$ cat src/rtl/cmp_collector_pkg.sv
// Shared types and helpers for the comparator result collector.
// The optional statistics block is enabled with CMP_COLLECTOR_STATS_EN.
package cmp_collector_pkg;

  typedef enum logic [1:0] {
    CMP_EQ  = 2'b00,
    CMP_GRT = 2'b01,
    CMP_LSS = 2'b10,
    CMP_ERR = 2'b11
  } cmp_code_t;

  localparam int STAT_W = 16;

  // Only the three one-hot-consistent flag sets are legal; everything else is an error.
  function automatic cmp_code_t classify(input logic eq, input logic neq,
                                         input logic grt, input logic lss);
    case ({eq, neq, grt, lss})
      4'b1000: return CMP_EQ;
      4'b0110: return CMP_GRT;
      4'b0101: return CMP_LSS;
      default: return CMP_ERR;
    endcase
  endfunction

  function automatic logic [STAT_W-1:0] sat_inc(input logic [STAT_W-1:0] v);
    return (v == '1) ? v : v + 1'b1;
  endfunction

endpackage

$ cat src/rtl/cmp_result_collector_if.sv
// Issue / comparator-flag / result handshake bundle of the collector.
// The master drives issues, flags and out_rdy; the collector is the slave.
interface cmp_result_collector_if #(
  parameter int TAG_W = 4
);
  logic             issue_vld;
  logic [TAG_W-1:0] issue_tag;
  logic             issue_rdy;
  logic             eq;
  logic             neq;
  logic             grt;
  logic             lss;
  logic             out_vld;
  logic             out_rdy;
  logic [TAG_W-1:0] out_tag;
  logic [1:0]       out_code;

  modport master (
    output issue_vld, issue_tag, eq, neq, grt, lss, out_rdy,
    input  issue_rdy, out_vld, out_tag, out_code
  );

  modport slave (
    input  issue_vld, issue_tag, eq, neq, grt, lss, out_rdy,
    output issue_rdy, out_vld, out_tag, out_code
  );
endinterface

$ cat src/rtl/cmp_result_fifo.sv
// Show-ahead FIFO for tagged comparison results; head reads as zero when empty.
// Unaffected by CMP_COLLECTOR_STATS_EN.
module cmp_result_fifo #(
  parameter int DEPTH = 8,
  parameter int W     = 6
) (
  input  logic                   clk,
  input  logic                   reset,
  input  logic                   push,
  input  logic [W-1:0]           push_data,
  input  logic                   pop,
  output logic [W-1:0]           head_data,
  output logic [$clog2(DEPTH):0] count,
  output logic                   full,
  output logic                   empty
);
  localparam int AW = $clog2(DEPTH);
  localparam logic [AW:0] DEPTH_CNT = (AW + 1)'(DEPTH);

  logic [W-1:0]  mem [DEPTH];
  logic [AW-1:0] wr_ptr;
  logic [AW-1:0] rd_ptr;
  logic [AW:0]   cnt_q;
  logic          do_push;
  logic          do_pop;

  assign full    = (cnt_q == DEPTH_CNT);
  assign empty   = (cnt_q == '0);
  assign do_push = push && !full;
  assign do_pop  = pop && !empty;
  assign count   = cnt_q;

  always_ff @(posedge clk or posedge reset) begin
    if (reset) begin
      wr_ptr <= '0;
      rd_ptr <= '0;
      cnt_q  <= '0;
    end else begin
      // NOTE: non-blocking updates so every register samples pre-edge values.
      if (do_push) wr_ptr <= wr_ptr + 1'b1;
      if (do_pop)  rd_ptr <= rd_ptr + 1'b1;
      case ({do_push, do_pop})
        2'b10:   cnt_q <= cnt_q + 1'b1;
        2'b01:   cnt_q <= cnt_q - 1'b1;
        default: cnt_q <= cnt_q;
      endcase
    end
  end

  // NOTE: storage is left unreset; validity lives in the pointers, and the head is masked when empty.
  always_ff @(posedge clk) begin
    if (do_push) mem[wr_ptr] <= push_data;
  end

  assign head_data = empty ? '0 : mem[rd_ptr];

endmodule

$ cat src/rtl/cmp_result_collector.sv
// Aligns comparator flags with issued tags, classifies them and buffers results.
// Define CMP_COLLECTOR_STATS_EN to add stat_clr and saturating per-code counters.
module cmp_result_collector
  import cmp_collector_pkg::*;
#(
  parameter int DEPTH   = 8,
  parameter int TAG_W   = 4,
  parameter int CMP_LAT = 1
) (
  input  logic                   clk,
  input  logic                   reset,
  cmp_result_collector_if.slave  bus,
  output logic [$clog2(DEPTH):0] fifo_cnt,
  output logic                   err_sticky
`ifdef CMP_COLLECTOR_STATS_EN
  ,
  input  logic                   stat_clr,
  output logic [STAT_W-1:0]      cnt_eq,
  output logic [STAT_W-1:0]      cnt_grt,
  output logic [STAT_W-1:0]      cnt_lss,
  output logic [STAT_W-1:0]      cnt_err
`endif
);
  localparam int SW = $clog2(CMP_LAT + DEPTH + 1);

  logic [CMP_LAT-1:0] pipe_vld;
  logic [TAG_W-1:0]   pipe_tag [CMP_LAT];
  logic [SW-1:0]      inflight;
  logic               issue_fire;
  logic               push;
  cmp_code_t          code;
  logic               fifo_full;
  logic               fifo_empty;

  assign issue_fire = bus.issue_vld && bus.issue_rdy;

  always_ff @(posedge clk or posedge reset) begin
    if (reset) begin
      pipe_vld <= '0;
    end else begin
      pipe_vld[0] <= issue_fire;
      for (int i = 1; i < CMP_LAT; i++) pipe_vld[i] <= pipe_vld[i-1];
    end
  end

  always_ff @(posedge clk) begin
    pipe_tag[0] <= bus.issue_tag;
    for (int i = 1; i < CMP_LAT; i++) pipe_tag[i] <= pipe_tag[i-1];
  end

  // NOTE: every always_comb output gets a default first so no latch is inferred.
  always_comb begin
    inflight = '0;
    for (int i = 0; i < CMP_LAT; i++) inflight = inflight + SW'(pipe_vld[i]);
  end

  // Credit covers both in-flight comparisons and buffered results, so a push always finds room.
  assign bus.issue_rdy = (inflight + SW'(fifo_cnt)) < SW'(DEPTH);

  assign push = pipe_vld[CMP_LAT-1];
  assign code = classify(bus.eq, bus.neq, bus.grt, bus.lss);

  cmp_result_fifo #(
    .DEPTH (DEPTH),
    .W     (TAG_W + 2)
  ) u_fifo (
    .clk       (clk),
    .reset     (reset),
    .push      (push),
    .push_data ({pipe_tag[CMP_LAT-1], code}),
    .pop       (bus.out_rdy && !fifo_empty),
    .head_data ({bus.out_tag, bus.out_code}),
    .count     (fifo_cnt),
    .full      (fifo_full),
    .empty     (fifo_empty)
  );

  assign bus.out_vld = !fifo_empty;

  a_no_overflow: assert property (@(posedge clk) disable iff (reset) !(push && fifo_full))
    else $error("result pushed into a full collector FIFO");

`ifdef CMP_COLLECTOR_STATS_EN
  always_ff @(posedge clk or posedge reset) begin
    if (reset) begin
      err_sticky <= 1'b0;
      cnt_eq     <= '0;
      cnt_grt    <= '0;
      cnt_lss    <= '0;
      cnt_err    <= '0;
    end else if (stat_clr) begin
      err_sticky <= 1'b0;
      cnt_eq     <= '0;
      cnt_grt    <= '0;
      cnt_lss    <= '0;
      cnt_err    <= '0;
    end else if (push) begin
      case (code)
        CMP_EQ:  cnt_eq  <= sat_inc(cnt_eq);
        CMP_GRT: cnt_grt <= sat_inc(cnt_grt);
        CMP_LSS: cnt_lss <= sat_inc(cnt_lss);
        default: begin
          cnt_err    <= sat_inc(cnt_err);
          err_sticky <= 1'b1;
        end
      endcase
    end
  end
`else
  always_ff @(posedge clk or posedge reset) begin
    if (reset)                         err_sticky <= 1'b0;
    else if (push && code == CMP_ERR)  err_sticky <= 1'b1;
  end
`endif

endmodule

$ cat src/flat_wrapper.sv
// flat-port wrapper written by rule: the top's interface ports become plain ports
module cmp_result_collector_flat import cmp_collector_pkg::*;
#(
  parameter int DEPTH   = 8,
  parameter int TAG_W   = 4,
  parameter int CMP_LAT = 1
)
  (clk, reset, fifo_cnt, err_sticky, bus_issue_vld, bus_issue_tag, bus_eq, bus_neq, bus_grt, bus_lss, bus_out_rdy, bus_issue_rdy, bus_out_vld, bus_out_tag, bus_out_code);
  cmp_result_collector_if #(.TAG_W(TAG_W)) bus_i ();
  input  logic clk;
  input  logic reset;
  output logic [$clog2(DEPTH):0] fifo_cnt;
  output logic err_sticky;
  input wire logic [$bits(bus_i.issue_vld)-1:0] bus_issue_vld;
  input wire logic [$bits(bus_i.issue_tag)-1:0] bus_issue_tag;
  input wire logic [$bits(bus_i.eq)-1:0] bus_eq;
  input wire logic [$bits(bus_i.neq)-1:0] bus_neq;
  input wire logic [$bits(bus_i.grt)-1:0] bus_grt;
  input wire logic [$bits(bus_i.lss)-1:0] bus_lss;
  input wire logic [$bits(bus_i.out_rdy)-1:0] bus_out_rdy;
  output wire logic [$bits(bus_i.issue_rdy)-1:0] bus_issue_rdy;
  output wire logic [$bits(bus_i.out_vld)-1:0] bus_out_vld;
  output wire logic [$bits(bus_i.out_tag)-1:0] bus_out_tag;
  output wire logic [$bits(bus_i.out_code)-1:0] bus_out_code;
  assign bus_i.issue_vld = bus_issue_vld;
  assign bus_i.issue_tag = bus_issue_tag;
  assign bus_i.eq = bus_eq;
  assign bus_i.neq = bus_neq;
  assign bus_i.grt = bus_grt;
  assign bus_i.lss = bus_lss;
  assign bus_i.out_rdy = bus_out_rdy;
  assign bus_issue_rdy = bus_i.issue_rdy;
  assign bus_out_vld = bus_i.out_vld;
  assign bus_out_tag = bus_i.out_tag;
  assign bus_out_code = bus_i.out_code;
  cmp_result_collector #(.DEPTH(DEPTH), .TAG_W(TAG_W), .CMP_LAT(CMP_LAT)) u_core (.clk(clk), .reset(reset), .bus(bus_i), .fifo_cnt(fifo_cnt), .err_sticky(err_sticky));
endmodule
$ cat config.mk
export PLATFORM = sky130hd
export DESIGN_NAME = cmp_result_collector_flat
export DESIGN_NICKNAME = d
export VERILOG_FILES = /design/src/rtl/cmp_collector_pkg.sv /design/src/rtl/cmp_result_collector_if.sv /design/src/rtl/cmp_result_fifo.sv /design/src/rtl/cmp_result_collector.sv /design/src/flat_wrapper.sv
export SDC_FILE = /design/constraint.sdc
export NUM_CORES = 1
export LEC_CHECK = 0
export ABC_AREA = 1
export CORE_MARGIN = 10
export CORE_UTILIZATION = 35
export CTS_CLUSTER_DIAMETER = 80
export CTS_CLUSTER_SIZE = 30
export DETAILED_ROUTE_END_ITERATION = 12
export GPL_TIMING_DRIVEN = 0
export SYNTH_ARGS = -nofsm -noshare
export SYNTH_HDL_FRONTEND = slang
export SYNTH_SLANG_ARGS = --single-unit
$ cat constraint.sdc
create_clock -name clk -period 2.8 [get_ports clk]
set_clock_uncertainty 0.05 [all_clocks]
set_input_delay 0.42 -clock clk [delete_from_list [all_inputs] [get_ports clk]]
set_output_delay 0.42 -clock clk [all_outputs]
set_load 0.05 [all_outputs]
# [After elaboration in Yosys (flattened, before gate mapping)]
# Memory sizes are Yosys's and may differ from the RTL's.
# Index checks and enable logic that the tools add are counted.
[word_totals] regBits=12 ramBits=52 in_bits=12 output_inout_bits=13 word_cells=34 memories=2
[mem_list] name="u_core.u_fifo.mem" words=8 word_bits=6 read_ports=1 rd_ports_with_merged_regs=0 wr=1 line="cmp_result_fifo.sv:20" rtl="logic [W-1:0] mem [DEPTH];"
[mem_list] name="u_core.pipe_tag" words=1 word_bits=4 read_ports=1 rd_ports_with_merged_regs=0 wr=1 line="cmp_result_collector.sv:27" rtl="logic [TAG_W-1:0] pipe_tag [CMP_LAT];"
[op_classes] add_sub_neg=5 n_lt_le_gt_ge=1 n_eq_ne=7 n_mux=5 n_reduce_logical=9
[ops] operator="== test 4 x 3 -> 1 bit, second input constant" count=2
[ops] operator="== test 4 bit, second input constant" count=2
[ops] operator="one-hot mux 4 bit (2 select lines)" count=1
[ops] operator="adder 3 x 1 -> 3 bit, second input constant" count=2
[ops] operator="two-way mux 6 bit" count=1
[ops] operator="one-hot mux 2 bit (3 select lines)" count=1
[ops] operator="logical AND 1 bit" count=5
[ops] operator="adder 1 x 4 -> 4 bit" count=1
[ops] operator="adder 4 x 1 -> 4 bit, second input constant" count=1
[ops] operator="== test 2 bit, second input constant" count=2
[ops] operator="zero test 4 bit" count=1
[ops] operator="less-than comparator 4 bit, second input constant" count=1
[ops] operator="subtractor 4 x 1 -> 4 bit, second input constant" count=1
[ops] operator="== test 2 x 1 -> 1 bit, second input constant" count=1
[ops] operator="zero test 1 bit" count=2
[ops] operator="two-way mux 1 bit" count=2
[ops] operator="nonzero test 2 bit" count=1

# [Depth between registers and ports, before layout]
[depth] depth_word=6 depth_mapped=13 mapped_depth_nobuf=13

# [Hierarchy]
# From an unflattened synthesis, not the netlist that was laid out.
[unflattened] cells_unflattened=258 area_unflattened_um2=2813.9
[by_module_without_submodules] module="cmp_result_fifo" instances=1 cells_each=224 area_per_inst_um2=2566.2
[by_module_without_submodules] module="cmp_result_collector" instances=1 cells_each=34 area_per_inst_um2=247.7

# [Least setup slack after synthesis]
# No wires, ideal clock.
[synth_path] path_type="flip-flop to flip-flop" startpoint="register u_core.u_fifo.cnt_q[3], in the netlist u_core.u_fifo.count[3]" endpoint="register u_core.u_fifo.cnt_q[2], in the netlist u_core.u_fifo.count[2]" setup_time_ns=0.129 arrival_time_ns=2.201 required_time_ns=2.621 path_slack_ns=0.420 stages_incl_launch_ff=13 n_path_buf=0 path_cell_list="dfrtp_1 -> inv_1 -> nand3_4 -> nand2_4 -> inv_4 -> ha_1 -> nand2_1 -> inv_1 -> nor2_2 -> ha_1 -> a21oi_1 -> xor2_1 -> o21ai_0"
[synth_via] elab_chain_cells=6 word_cells_on_any_way=11 classes_between="3 x eq/ne; 1 x mux; 7 x reduce/logical"
[synth_rtl] item="from (decl)" line="cmp_result_fifo.sv:23" rtl="logic [AW:0] cnt_q;"
[synth_rtl] item="from (signal assigned)" line="cmp_result_fifo.sv:43" rtl="2'b10: cnt_q <= cnt_q + 1'b1;"
[synth_rtl] item="from (signal assigned)" line="cmp_result_fifo.sv:44" rtl="2'b01: cnt_q <= cnt_q - 1'b1;"
[synth_rtl] item="from (signal assigned)" line="cmp_result_fifo.sv:45" rtl="default: cnt_q <= cnt_q;"
[synth_rtl] item="zero test 4 bit (*)" line="cmp_result_fifo.sv:28" rtl="assign empty = (cnt_q == '0);"
[synth_rtl] item="zero test 1 bit (*)"
[synth_rtl] item="net bus_out_vld" line="flat_wrapper.sv:22" rtl="output wire logic [$bits(bus_i.out_vld)-1:0] bus_out_vld;"
[synth_rtl] item="logical AND 1 bit" line="cmp_result_collector.sv:71" rtl=".pop (bus.out_rdy && !fifo_empty),"
[synth_rtl] item="logical AND 1 bit (*)" line="cmp_result_fifo.sv:30" rtl="assign do_pop = pop && !empty;"
[synth_rtl] item="net u_core.u_fifo.do_pop" line="cmp_result_fifo.sv:25" rtl="logic do_pop;"
[synth_rtl] item="== test 2 x 1 -> 1 bit or == test 2 bit (tied branches)" line="cmp_result_fifo.sv:42" rtl="case ({do_push, do_pop})"
[synth_rtl] item="one-hot mux 4 bit (2 select lines) or nonzero test 2 bit (tied branches)"
# The timed path passes the listed nets; every way through them passes the cells marked *.
# A chain may end at the register's enable or synchronous reset.

# [Final worst setup path]
[layout_path] startpoint="register u_core.u_fifo.rd_ptr[1]" endpoint="output port bus_out_tag[0]"
[layout_via] elab_chain_cells=2
[layout_rtl] item="from (decl)" line="cmp_result_fifo.sv:22" rtl="logic [AW-1:0] rd_ptr;"
[layout_rtl] item="from (signal assigned)" line="cmp_result_fifo.sv:41" rtl="if (do_pop) rd_ptr <= rd_ptr + 1'b1;"
[layout_rtl] item="memory (8 x 6 bit)"
[layout_rtl] item="two-way mux 6 bit" line="cmp_result_fifo.sv:55" rtl="assign head_data = empty ? '0 : mem[rd_ptr];"
[layout_rtl] item="to (decl)" line="flat_wrapper.sv:23" rtl="output wire logic [$bits(bus_i.out_tag)-1:0] bus_out_tag;"
# Every way passes these cells.

==> results.py <==
metrics = {
    "timing": {
        "max-slew-margin-rel": 0.4972,
        "max_freq_ghz": 0.3784,
        "rsz0062_at_grt": "false",
        "setup_violations": 0,
        "fin_tns_setup_ns": 0,
        "slew_violations": 0,
        "fin_crit_sh": 0.9439,
        "period_minus_slack_ns": 2.643,
        "hold_viol_final": 0,
        "tightest_slew_ns": 0.7507,
    },
    "logic_synthesis": {
        "yosysWarnings": 0,
        "synthesis.area_mm2": 0.002783,
        "syn_nets": 262,
        "synth_edf_count": 48,
        "ys_top_cells_by_count": "49 x nor2_1, 48 x edfxtp_1, 28 x nand2_1",
        "ys_types": 28,
        "yosysSeqAreaShare": 0.6547,
        "synthTopCellsByArea": "edfxtp_1 52%, dfrtp_1 11%, nor2_1 6.6%, nand2_1 3.8%, o21ai_0 3.4%",
        "synth_top_cell_area_share": 0.5180,
        "syn_inst": 245,
        "yosysTopAreaCell": "edfxtp_1",
        "synthArstFlopShare": 0.1875,
        "synth.ff_latch_count": 64,
        "yosysMostFrequentCell": "nor2_1",
        "avgSynthCellArea_um2": 11.36,
        "yosys_most_used_dff": "edfxtp_1",
    },
    "cells_and_area": {
        "fillers": 741,
        "fin_nets": 297,
        "layout.cells.non_filler": 387,
        "area_growth_pct": 21.40,
        "antenna_cells": 0,
        "final_area_mm2": 0.003378,
        "drive_above_1_share": 0.1368,
    },
    "cts": {
        "cts.htree.levels": 3,
        "clk_pin_slew_ns": 0.07,
        "cts_sinks": 64,
        "numCtsBuffers": 9,
        "post_cts_buffers": 0,
        "clk_path_buf_depth": 2,
        "cts_tree": "done",
        "clk_latency_ns": 0.33,
        "cts-root-buf": "clkbuf_8",
    },
    "floorplanning": {
        "die_x_um": 109.2,
        "core_mm2": 0.007727,
        "fp.dieH_um": 109.2,
        "start_util": 0.3601,
        "io_pins": 25,
        "dieArea_mm2": 0.01192,
        "row_count": 32,
    },
    "routing": {
        "vias_per_cell": 4.736,
        "vias": 1833,
        "wl_per_cell_um": 15.39,
        "drt_iter0_markers": 94,
        "wl_um": 5954,
        "drcViolationCount": 0,
        "ant_nets": 0,
        "drtPass1Iterations": 4,
    },
    "power_and_ir_drop": {
        "power_frac_seq": 0.315,
        "p_per_area_mw_per_mm2": 1231,
        "irDropWorstVdd_v": 0.0004740,
        "switching_power_w": 0.001773,
        "p_sw_frac": 0.4263,
        "internal_power_w": 0.002386,
        "leakage_nw": 1.293,
        "clkPwrFrac": 0.227,
        "totalPowerFinal_w": 0.004159,
        "combinationalPowerShare": 0.458,
    },
    "grt": {
        "antenna_found_initial": 0,
        "grt.total_usage": 0.1069,
        "grt_pass1_vias": 1837,
        "grt_max_degree": 13,
        "gr-total-overflow": 0,
        "grt_pass1_wl_um": 9542,
    },
    "worst_setup_path": {
        "reg2reg_slack_ns": 0.61,
        "crit_start": "u_core.u_fifo.rd_ptr[1]",
        "reg2reg_from": "u_core.u_fifo.count[0]",
        "r2r-end": "u_core.u_fifo.count[2]",
        "endpoint": "bus_out_tag[0]",
        "critPathKind": "reg2out",
        "required_ns": 2.33,
        "critPathArrivalTime_ns": 2.17,
        "cp-start-kind": "register",
        "worstPathMaxFanout": 10,
        "cp-end-kind": "output port",
        "rr_worst_depth": 11,
    },
    "placed_design": {
        "io_buffers": 24,
        "placed_area_mm2": 0.003151,
        "placed_cells": 371,
        "gp_congestion": 0.7466,
        "place_hpwl_um": 3945,
    },
    "worst_hold_path": {
        "holdCritPathClass": "in2async",
    },
    "flow_run": {
        "drv_cap": 0,
    },
    "outcome": {
        "status": "finished clean",
    },
}
critical path: stages (launching register included):
cell and delay [ns]:
dfrtp_1 0.38, buf_4 0.19, inv_1 0.22, o21ai_0 0.14, o22ai_1 0.13, nor2_1 0.05, nor2_1 0.17, dlygate4sd2_1 0.56
metal layers:
metal | vias to the layer above | routed length [µm] | track usage
li1 | 909 | - | -
met1 | 882 | 2802 | 0.1295
met2 | 29 | 2858 | 0.1740
met3 | 13 | 180 | 0.02360
met4 | 0 | 113 | 0.05650
met5 | - | 0 | 0
power by group through the flow:
stage                     Combinational (W)  Sequential, W  Clock, W
after floorplan                     0.00133        0.00140         0
after global placement              0.00198        0.00133         0
after detailed placement            0.00199        0.00133         0
after CTS                           0.00194        0.00131  0.000963
after global routing                0.00209        0.00133   0.00101
final                               0.00191        0.00131  0.000944
timing repair:
action | CTS | global route
setup endpoints to repair | 6 | 0
gates resized for setup | 6 | 0
hold buffers | 0 | 0
how the worst min path moves through the flow:
| stage | from | end | slack [ns] | cells past startpoint |
|---|---|---|---|---|
| final | reset | u_core.u_fifo.wr_ptr[2] | 0.34 | 2 |
| after global routing | reset | u_core.u_fifo.count[3] | 0.38 | 2 |
| after CTS | reset | u_core.u_fifo.count[3] | 0.35 | 2 |
| after detailed placement | u_core.err_sticky | u_core.err_sticky | 0.41 | 2 |
| after global placement | u_core.err_sticky | u_core.err_sticky | 0.40 | 2 |
| after floorplan | reset | u_core.err_sticky | 0.23 | 1 |
kinds of logic (layout without fill, tap and decap cells):
kind of cell	Yosys count	count (layout)	synth area share
AOI/OAI and AO/OA	43	43	0.08633
xor gates and xnor gates	7	7	0.02203
adders and majority gates	5	5	0.02248
buffers and inverters	28	68	0.05575
DFF	64	64	0.6547
and+or+nand+nor	98	98	0.1587
cell usage in the layout (no fill, tap or decap), drive strengths merged, types with 4 or more instances in the layout:
cell type and n:
buf 7, clkbuf 11, clkdlybuf4s50 18, dfrtp 12, dfxtp 4, dlygate4sd2 6
edfxtp 48, ha 5, inv 20, nand2 32, nand3 7, nor2 55
o211ai 6, o21ai 28, o22ai 6, xor2 4
area by class of cell:
class / count / area, µm² / share of cell area
Sequential cell: 64 / 1822 / 0.5393
Clock buffer: 10 / 127.6 / 0.03778
Inverter: 20 / 80.08 / 0.02370
Buffer: 8 / 75.07 / 0.02222
Tap cell: 102 / 127.6 / 0.03778
Clock inverter: 6 / 107.6 / 0.03185
Timing Repair Buffer: 24 / 232.7 / 0.06889
Multi-Input combinational cell: 153 / 805.8 / 0.2385
through the flow:
stage	hold slack (ns)	worst slack (ns)	util
finish	0.3440	0.1571	0.4372
global route	0.3837	0.02793	0.4372
CTS	0.3533	0.1228	0.4372
detailed placement	0.4072	0.2189	0.4077
global placement	0.4036	0.2256	0.4077
floorplan	0.2347	0.4199	-
state kept, by name, summed over array words and instances, names as in the netlist:
name and cells:
u_core.err_sticky 1, u_core.pipe_tag 4, u_core.pipe_vld 1, u_core.u_fifo.count 4, u_core.u_fifo.mem 48, u_core.u_fifo.rd_ptr 3, u_core.u_fifo.wr_ptr 3
(Power assumes the default switching activity.)
